**config.mk**
```make
export PLATFORM = sky130hd
export DESIGN_NAME = inert_intf_seq
export DESIGN_NICKNAME = d
export VERILOG_FILES = /design/src/rtl/inert_intf_seq.sv
export SDC_FILE = /design/constraint.sdc
export NUM_CORES = 1
export LEC_CHECK = 0
export ABC_AREA = 1
export BUFFER_PORTS_ARGS = -buffer_cell sky130_fd_sc_hd__buf_4
export CAP_MARGIN = 0
export CORE_ASPECT_RATIO = 0.75
export CORE_MARGIN = 2
export CORE_UTILIZATION = 55
export DETAILED_ROUTE_END_ITERATION = 10
export GPL_ROUTABILITY_DRIVEN = 0
export GPL_TIMING_DRIVEN = 0
export PLACE_DENSITY_LB_ADDON = 0.3
export SETUP_SLACK_MARGIN = 0.02
export SYNTH_ARGS = -nofsm -noshare
export SYNTH_HDL_FRONTEND = slang
export SYNTH_SLANG_ARGS = --single-unit
```
**constraint.sdc**
```tcl
create_clock -name clk -period 4.64 [get_ports clk]
set_clock_uncertainty 0.05 [all_clocks]
set_input_delay 0.232 -clock clk [delete_from_list [all_inputs] [get_ports clk]]
set_output_delay 0.232 -clock clk [all_outputs]
set_load 0.03 [all_outputs]
```
**src/rtl/inert_intf_seq.sv**
```systemverilog
// Inertial sensor sequencer: power-up init over the shared SPI master, then pitch-rate/Z-accel reads on data-ready.
// Define FAST_SIM_EN to shorten the power-up settle wait to the low 9 timer bits for simulation.
module inert_intf_seq #(
  parameter int INIT_CNT_W = 16
) (
  input  logic        clk,
  input  logic        rst_n,
  input  logic        INT,
  input  logic        done,
  input  logic [15:0] rd_data,
  output logic        wrt,
  output logic [15:0] cmd,
  output logic        vld,
  output logic [15:0] ptch_rt,
  output logic [15:0] AZ
);

  typedef enum logic [3:0] {
    INIT_WAIT = 4'd0,
    INIT1     = 4'd1,
    INIT2     = 4'd2,
    INIT3     = 4'd3,
    INIT4     = 4'd4,
    IDLE      = 4'd5,
    RD_PL     = 4'd6,
    RD_PH     = 4'd7,
    RD_AL     = 4'd8,
    RD_AH     = 4'd9
  } state_t;

  localparam logic [15:0] CMD_INT_EN = 16'h0D02;
  localparam logic [15:0] CMD_ACC    = 16'h1053;
  localparam logic [15:0] CMD_GYRO   = 16'h1150;
  localparam logic [15:0] CMD_ROUND  = 16'h1460;
  localparam logic [15:0] CMD_RD_PL  = 16'hA200;
  localparam logic [15:0] CMD_RD_PH  = 16'hA300;
  localparam logic [15:0] CMD_RD_AL  = 16'hAC00;
  localparam logic [15:0] CMD_RD_AH  = 16'hAD00;

  state_t                  state_r, state_s;
  logic [INIT_CNT_W-1:0]   timer_r, timer_s, timer_inc_s;
  logic                    init_go_s;
  logic                    wrt_r, wrt_s;
  logic [15:0]             cmd_r, cmd_s;
  logic                    vld_r, vld_s;
  logic [15:0]             ptch_r, ptch_s;
  logic [15:0]             az_r, az_s;
  logic [7:0]              pl_r, pl_s, ph_r, ph_s, al_r, al_s;
  logic                    int_ff1_r, int_ff2_r;
  logic                    accept_s;
  logic                    rd_hi_unused_s;

  assign timer_inc_s = timer_r + {{(INIT_CNT_W-1){1'b0}}, 1'b1};
`ifdef FAST_SIM_EN
  assign init_go_s = &timer_inc_s[8:0];
`else
  assign init_go_s = &timer_inc_s;
`endif

  // A done landing in the same cycle as wrt belongs to no transaction yet
  assign accept_s       = done & ~wrt_r;
  assign rd_hi_unused_s = ^rd_data[15:8];

  // Two-flop synchronizer for the asynchronous data-ready interrupt
  always_ff @(posedge clk or negedge rst_n) begin
    if (!rst_n) begin
      int_ff1_r <= 1'b0;
      int_ff2_r <= 1'b0;
    end else begin
      int_ff1_r <= INT;
      int_ff2_r <= int_ff1_r;
    end
  end

  // Next-state, command issue and sample assembly
  always_comb begin
    state_s = state_r;
    timer_s = timer_r;
    wrt_s   = 1'b0;
    cmd_s   = cmd_r;
    vld_s   = 1'b0;
    ptch_s  = ptch_r;
    az_s    = az_r;
    pl_s    = pl_r;
    ph_s    = ph_r;
    al_s    = al_r;
    case (state_r)
      INIT_WAIT: begin
        timer_s = timer_inc_s;
        if (init_go_s) begin
          wrt_s = 1'b1; cmd_s = CMD_INT_EN; state_s = INIT1;
        end else begin
          state_s = INIT_WAIT;
        end
      end
      INIT1: begin
        if (accept_s) begin
          wrt_s = 1'b1; cmd_s = CMD_ACC; state_s = INIT2;
        end else begin
          state_s = INIT1;
        end
      end
      INIT2: begin
        if (accept_s) begin
          wrt_s = 1'b1; cmd_s = CMD_GYRO; state_s = INIT3;
        end else begin
          state_s = INIT2;
        end
      end
      INIT3: begin
        if (accept_s) begin
          wrt_s = 1'b1; cmd_s = CMD_ROUND; state_s = INIT4;
        end else begin
          state_s = INIT3;
        end
      end
      INIT4: begin
        if (accept_s) begin
          state_s = IDLE;
        end else begin
          state_s = INIT4;
        end
      end
      IDLE: begin
        // Level sensitive: INT still high after a read starts the next one
        if (int_ff2_r) begin
          wrt_s = 1'b1; cmd_s = CMD_RD_PL; state_s = RD_PL;
        end else begin
          state_s = IDLE;
        end
      end
      RD_PL: begin
        if (accept_s) begin
          pl_s = rd_data[7:0]; wrt_s = 1'b1; cmd_s = CMD_RD_PH; state_s = RD_PH;
        end else begin
          state_s = RD_PL;
        end
      end
      RD_PH: begin
        if (accept_s) begin
          ph_s = rd_data[7:0]; wrt_s = 1'b1; cmd_s = CMD_RD_AL; state_s = RD_AL;
        end else begin
          state_s = RD_PH;
        end
      end
      RD_AL: begin
        if (accept_s) begin
          al_s = rd_data[7:0]; wrt_s = 1'b1; cmd_s = CMD_RD_AH; state_s = RD_AH;
        end else begin
          state_s = RD_AL;
        end
      end
      RD_AH: begin
        if (accept_s) begin
          ptch_s  = {ph_r, pl_r};
          az_s    = {rd_data[7:0], al_r};
          vld_s   = 1'b1;
          state_s = IDLE;
        end else begin
          state_s = RD_AH;
        end
      end
      default: begin
        state_s = INIT_WAIT;
        timer_s = {INIT_CNT_W{1'b0}};
      end
    endcase
  end

  // State, timer and registered outputs
  always_ff @(posedge clk or negedge rst_n) begin
    if (!rst_n) begin
      state_r <= INIT_WAIT;
      timer_r <= {INIT_CNT_W{1'b0}};
      wrt_r   <= 1'b0;
      cmd_r   <= 16'h0000;
      vld_r   <= 1'b0;
      ptch_r  <= 16'h0000;
      az_r    <= 16'h0000;
      pl_r    <= 8'h00;
      ph_r    <= 8'h00;
      al_r    <= 8'h00;
    end else begin
      state_r <= state_s;
      timer_r <= timer_s;
      wrt_r   <= wrt_s;
      cmd_r   <= cmd_s;
      vld_r   <= vld_s;
      ptch_r  <= ptch_s;
      az_r    <= az_s;
      pl_r    <= pl_s;
      ph_r    <= ph_s;
      al_r    <= al_s;
    end
  end

  assign wrt     = wrt_r;
  assign cmd     = cmd_r;
  assign vld     = vld_r;
  assign ptch_rt = ptch_r;
  assign AZ      = az_r;

endmodule

```
==> out/qor.yml, run 1 <==
post_dp_cell_area_um2: 4770
ioPinCount: 70
ys_warn_count: 0
grt_max_degree: 91
arrival_ns: 2.38
synth-seq-cells: 90
critPathKind: "reg2reg"
antenna_cells: 0
wl_met2_um: 4390
hold_class: "in2async"
drive_above_1_share: 0.208
relSlewSlack: 0.267
tns_ns: 0
multiInputGateArea_um2: 1600
routed_via_density: 5.25
rows: 27
clk-insertion-delay-late_ns: 0.36
grt_overflow: 0
grt.total_usage: 0.241
syn-cell-area_um2: 4210
syn_to_final_growth_pct: 18.1
drc_errors: 0
violations: "negative hold slack"
cp-end-kind: "flop"
fin_crit_ns: 2.16
firstDrtPassIters: 5
cts_resized: 0
cts_tree: "built"
cp_common_cell: "nand2_1"
die_w_um: 105
clkTransAtPathRegs_ns: 0.09
cts_buffers: 9
critPathMaxStageDelay_ns: 0.47
routed.top_layer: "met4"
clkSinkCount: 90
avgRoutedWirePerCell_um: 13.9
worstPathMaxFanout: 10
cap_violations: 0
seqCellArea_um2: 2250
maxClockFrequency_ghz: 0.462
grt_pass1_wl_um: 15800
fill_cells: 618
wl_met1_um: 4340
leakagePower_uw: 0.00259
grt_pass1_vias: 3292
slowest_stage: "dfrtp_1"
yosysUniqueCellTypes: 31
power_density_nw_per_um2: 283
totalWireLength_um: 9510
rsz0062_at_grt: "no"
fin_util: 0.675
cts_setup_buffers: 0
min_period_over_period: 0.466
cts_buffer_depth: 2
crit_required_ns: 4.85
die_area_um2: 8370
hold_viol_final: 2
portBuffers: 57
ant_nets: 0
drt_iter0_markers: 228
initial_core_util: 0.571
whs_ns: -0.00701
run_status: "finished with violations"
hpwl_um: 6680
wl_met3_um: 673
synth-seq-area-share: 0.536
cts_root_buffer: "clkbuf_8"
worst_slew_pin_slew_ns: 1.10
syn_area_per_cell_um2: 8.31
final_nets: 600
crit_chain: "ha_1 > nand3_1 > nor2_1 > nand4_1 > nand2_1 > nand2_1 > nor2_2 > nand3_2 > buf_6 > nand3_2 > nand2_1"
crit_path_start_kind: "flop"
setup_viol: 0
die_h_um: 79.7
htree_levels: 3
design.core.area_um2: 7360
antenna_found_initial: 0
cts-hold-fix-buffers: 1
peakVddDrop_v: 0.000213
finalMaxSlewViolations: 0
via_count: 3590
synthesis.instances: 506
fin_area_um2: 4970
## per-stage QoR
stage | instances | total power (uW) | hold slack, ns | worst slack, ns
5_1_grt | 684 | 1460 | 0.0477 | 2.26
3_5_place_dp | 667 | 918 | 0.293 | 2.53
4_1_cts | 684 | 1420 | 0.0374 | 2.47
6_report | 684 | 1410 | -0.00701 | 2.48
3_3_place_gp | 667 | 916 | 0.288 | 2.60
2_1_floorplan | 509 | 870 | -0.114 | 2.86
## report_power, final
group	internal, uW	leakage [uW]	switching, uW
Sequential	803	0.00116	8.93
Combinational	29.0	0.00134	61.9
Clock	205	0.0000934	301
Total	1040	0.00259	372
## cells by family (layout without fill, tap and decap cells)
kind of cell / Yosys count / after routing / share of synthesized area
DFF: 90 / 90 / 0.536
AOI/OAI and AO/OA: 73 / 73 / 0.0910
other: 1 / 4 / 0.000892
adders and majority gates: 2 / 2 / 0.00595
buffers and inverters: 83 / 157 / 0.0863
and+or+nand+nor: 257 / 257 / 0.280
## path summary, 6_finish.rpt
path | startpoint | endpoint | slack (ns) | depth (start not counted)
setup / recovery | timer_r[1] | cmd[4] | 2.48 | 11
hold / removal | rst_n | timer_r[14] | -0.007 | 1
min in group clk | rd_data[7] | pl_r[7] | 0.05 | 3
max in group asynchronous | rst_n | timer_r[10] | 3.82 | 1
setup reg to reg | timer_r[1] | cmd[4] | 2.48 | 11
hold reg to reg | int_ff1_r | int_ff2_r | 0.31 | 0
## cell usage in the layout (no fill, tap or decap), drive strengths merged
cell type      n
nor2          41
a31oi          1
inv           64
o221ai         1
clkbuf        15
a21oi          1
ha             2
dfrtp         90
o21ai         61
dlygate4sd3    1
or4            1
nor3           3
conb           4
or2            1
nor4           1
o22ai          8
clkinv         4
o211ai         1
nand3         40
nand4         11
nand2        159
buf           72
clkinvlp       1
## synthesized netlist by cell type
| cell | number | area share |
|---|---|---|
| nor2_4 | 3 | 0.0080 |
| nor2_1 | 31 | 0.028 |
| nand2_1 | 152 | 0.14 |
| nand4_1 | 11 | 0.016 |
| nor2_2 | 7 | 0.010 |
| clkbuf_1 | 6 | 0.0054 |
| nor3_1 | 2 | 0.0024 |
| nor3_4 | 1 | 0.0039 |
| o21ai_1 | 1 | 0.0012 |
| a31oi_1 | 1 | 0.0015 |
| nand2_2 | 6 | 0.0089 |
| or4_1 | 1 | 0.0018 |
| or2_2 | 1 | 0.0015 |
| o211ai_1 | 1 | 0.0018 |
| a21oi_1 | 1 | 0.0012 |
| inv_1 | 58 | 0.052 |
| nand3_1 | 30 | 0.036 |
| buf_6 | 2 | 0.0054 |
| clkinv_4 | 1 | 0.0021 |
| nand3_2 | 10 | 0.024 |
| o21ai_0 | 60 | 0.071 |
| nor4_1 | 1 | 0.0015 |
| buf_4 | 6 | 0.011 |
| o22ai_1 | 8 | 0.012 |
| o221ai_1 | 1 | 0.0021 |
| ha_1 | 2 | 0.0059 |
| inv_2 | 3 | 0.0027 |
| buf_2 | 7 | 0.0083 |
| dfrtp_1 | 90 | 0.54 |
| nand2_4 | 1 | 0.0027 |
| conb_1 | 1 | 0.00089 |
## flip-flops by register name, summed over array words and instances, names as in the netlist
name / count
ph_r: 8
pl_r: 8
int_ff2_r: 1
wrt: 1
timer_r: 16
state_r: 4
ptch_rt: 16
int_ff1_r: 1
AZ: 16
cmd: 10
al_r: 8
vld: 1
## area by class of cell
class                           count  area share
Tap cell                          101      0.0254
Sequential cell                    90       0.453
Clock buffer                        9      0.0249
Timing Repair Buffer               58      0.0881
Multi-Input combinational cell    336       0.322
Clock inverter                      7      0.0128
Inverter                           62      0.0478
Buffer                             21      0.0252
## per-layer routing
metal | track usage | up-vias
met5 | 0 | -
met4 | 0.0600 | 0
met3 | 0.0612 | 15
met2 | 0.380 | 140
met1 | 0.339 | 1685
li1 | - | 1750
## critical path: cells and delay by family, from the launching register on
kind                       cells  cell delay, ns
buffers and inverters          1            0.18
DFF                            1            0.47
and+or+nand+nor                9            1.07
adders and majority gates      1            0.29
Power figures use the tool's default switching activity.
==> run 2: changes to the inputs <==
--- a/config.mk
+++ b/config.mk
@@ -5,7 +5,7 @@
 export SDC_FILE = /design/constraint.sdc
 export NUM_CORES = 1
 export LEC_CHECK = 0
-export ABC_AREA = 1
+export ABC_AREA = 0
 export BUFFER_PORTS_ARGS = -buffer_cell sky130_fd_sc_hd__buf_4
 export CAP_MARGIN = 0
 export CORE_ASPECT_RATIO = 0.75
==> constraint.sdc (replaced) <==
create_clock -name clk -period 2.2 [get_ports clk]
set_clock_uncertainty 0.05 [all_clocks]
set_input_delay 0.11 -clock clk [delete_from_list [all_inputs] [get_ports clk]]
set_output_delay 0.11 -clock clk [all_outputs]
set_load 0.03 [all_outputs]
==> run 2 against run 1 <==
Net effect: sequential power rose to 2.8 times the previous value; first-iteration DRC count fell by 30%; worst setup slack got worse by 2.8 ns; clock power up 150%; count of clock-buffer cells in the layout did not move; cell count shrank 22%; register-to-register slack lost 2.8 ns; the run ends with negative setup slack left; non-clock buffer count up 35; critical path type unchanged; synthesized cell count decreased by 36%; wire length down 7.1%; hold slack better by 0.22 ns.
==> out/qor.yml, run 2 <==
fin_area_um2: 5110
synth_flop_cell: "dfrtp_1"
antenna_found_initial: 0
hp-start: "done"
cts_tree: "built"
cts_buffer_depth: 2
initial_core_util: 0.574
drc_errors: 0
yosys.cell_count.top_type: "dfrtp_1"
clk-insertion-delay-late_ns: 0.35
hold_class: "in2reg"
ys_async_sr_fraction: 1.00
layoutNonFillerInstCount: 533
crit_required_ns: 2.39
fin_util: 0.745
synth-seq-area-share: 0.571
hpwl_um: 5640
grt_max_degree: 91
clkTransAtPathRegs_ns: 0.09
routed_via_density: 5.50
crit_chain: "buf_6 > or4_4 > buf_8 > nor4_4 > nand4_1 > or4_4 > nor2b_4 > buf_6 > mux2_4"
die_h_um: 77.3
critPathKind: "reg2reg"
p_comb_frac: 0.363
violations: "negative setup slack"
cp-end-kind: "flop"
fin_crit_ns: 2.56
design.core.area_um2: 6860
switching_share: 0.344
worst_slew_pin_slew_ns: 1.10
portBuffers: 57
ant_nets: 0
syn-cell-area_um2: 3940
final_nets: 452
p_int_uw: 3590
synth.area.top_cells: "dfrtp_1 57%, mux2_2 13%, mux2_1 3.1%"
ioPinCount: 70
grt_pass1_wl_um: 14100
relSlewSlack: 0.269
run_status: "finished with violations"
cts_root_buffer: "clkbuf_8"
startpoint: "state_r[1]"
synth_edf_count: 0
avgRoutedWirePerCell_um: 16.6
firstDrtPassIters: 5
multiInputGateArea_um2: 1620
grt_overflow: 0
r2r_start: "state_r[1]"
antenna_cells: 0
htree_levels: 3
final_cell_mix: "86 x buf_4, 83 x dfrtp_1, 46 x mux2_2, 22 x o21ai_0, 20 x nand2_1"
maxClockFrequency_ghz: 0.390
grt_pass1_vias: 2825
seqPwrFrac: 0.409
rows: 26
slowest_stage: "or4_4"
tns_ns: -3.38
syn_to_final_growth_pct: 29.7
syn_area_per_cell_um2: 12.2
post_dp_cell_area_um2: 4510
die_area_um2: 7870
leakagePower_uw: 0.00254
dp_cells: 483
synth_common_cells: "90 x dfrtp_1, 46 x mux2_2, 22 x o21ai_0"
seqCellArea_um2: 2260
clockPowerShare: 0.228
rsz0062_at_grt: "yes"
totalWireLength_um: 8830
synthesis.instances: 324
yosysUniqueCellTypes: 48
synth-seq-cells: 90
hold_viol_final: 0
crit_path_start_kind: "flop"
critPathMaxStageDelay_ns: 0.44
yosysTopAreaCellShare: 0.571
setup_viol: 13
worstPathMaxFanout: 7
layout_commonest_cell: "buf_4"
grt.total_usage: 0.235
arrival_ns: 2.75
netlist.top_cell.by_area: "dfrtp_1"
ys_warn_count: 0
fill_cells: 471
setup_ws_ns: -0.361
die_w_um: 102
via_count: 2934
p_sw_uw: 1880
min_period_over_period: 1.16
finalMaxSlewViolations: 0
drive_above_1_share: 0.437
drt_iter0_markers: 159
cap_violations: 0
clkSinkCount: 90
peakVddDrop_v: 0.000761
cts_buffers: 9
power_density_nw_per_um2: 1070
-- run 2: cell types whose count changed in the layout (fill, tap and decap cells not counted), moves of 8 or more --
cell,change
nand3_2,-8
dlygate4sd3_1,+9
nand3_1,-24
mux2_2,+46
nor2_1,-15
mux2_1,+11
inv_1,-53
buf_4,+23
nand2_1,-132
o21ai_0,-38
-- run 2: kinds of logic (layout without fill, tap and decap cells) --
kind of cell	Yosys count	after routing	share of synthesized area
other	1	4	0.000951
adder cells (fa/ha/maj)	2	2	0.00635
multiplexers	60	60	0.174
buffers and inverters	29	137	0.0393
flip-flops	90	90	0.571
XOR/XNOR	6	6	0.0133
AND/OR/NAND/NOR	80	80	0.107
AO/OA/AOI/OAI	56	56	0.0876
-- run 2: stage by stage --
step | total power (uW) | hold WS, ns | setup slack, ns
floorplan | 3450 | -0.236 | -0.368
global placement | 3920 | 0.169 | -0.755
finish | 5480 | 0.216 | -0.361
CTS | 5360 | 0.198 | -0.405
global route | 5760 | 0.296 | -0.464
detailed placement | 3990 | 0.173 | -0.560
-- run 2: routing by layer --
layer,GRT usage,vias to the layer above,wire (um)
met3,0.0638,12,490
met1,0.329,1455,3930
met2,0.350,104,4290
li1,-,1363,-
met4,0.0865,0,123
met5,0,-,0
-- run 2: worst paths after layout --
kind	slack (ns)	endpoint	depth (start not counted)
setup / recovery	-0.36	cmd[8]	9
hold / removal	0.22	cmd[12]	4
setup reg to reg	-0.36	cmd[8]	9
hold reg to reg	0.31	int_ff2_r	0
max in group asynchronous	0.90	timer_r[9]	2
min in group asynchronous	0.45	timer_r[6]	2
-- run 2: area by class of cell --
type	count	share of cell area
Sequential cell	90	0.442
Multi-Input combinational cell	208	0.317
Timing Repair Buffer	93	0.142
Buffer	21	0.0269
Clock buffer	9	0.0242
Tap cell	98	0.0240
Clock inverter	7	0.0196
Inverter	7	0.00514
-- run 2: critical path: cells and delay by family (launching register included) --
kind / cells / cell delay (ns)
mux: 1 / 0.29
buf+inv: 3 / 0.43
flops: 1 / 0.38
simple gates: 5 / 1.29
-- run 2: power groups by stage --
stage	Clock [uW]	Combinational (uW)	Sequential (uW)
2_1_floorplan	0	962	2490
3_3_place_gp	0	1660	2260
3_5_place_dp	0	1710	2280
4_1_cts	1270	1850	2240
5_1_grt	1330	2150	2280
6_report	1250	1990	2240
-- run 2: what timing repair did --
item                       CTS  global route
gates resized for setup     11            28
pin swaps                    5             6
buffers inserted            11            13
setup endpoints to repair   40            63
hold endpoints to repair   123             0
gates cloned                 1             0
hold buffers                10             0
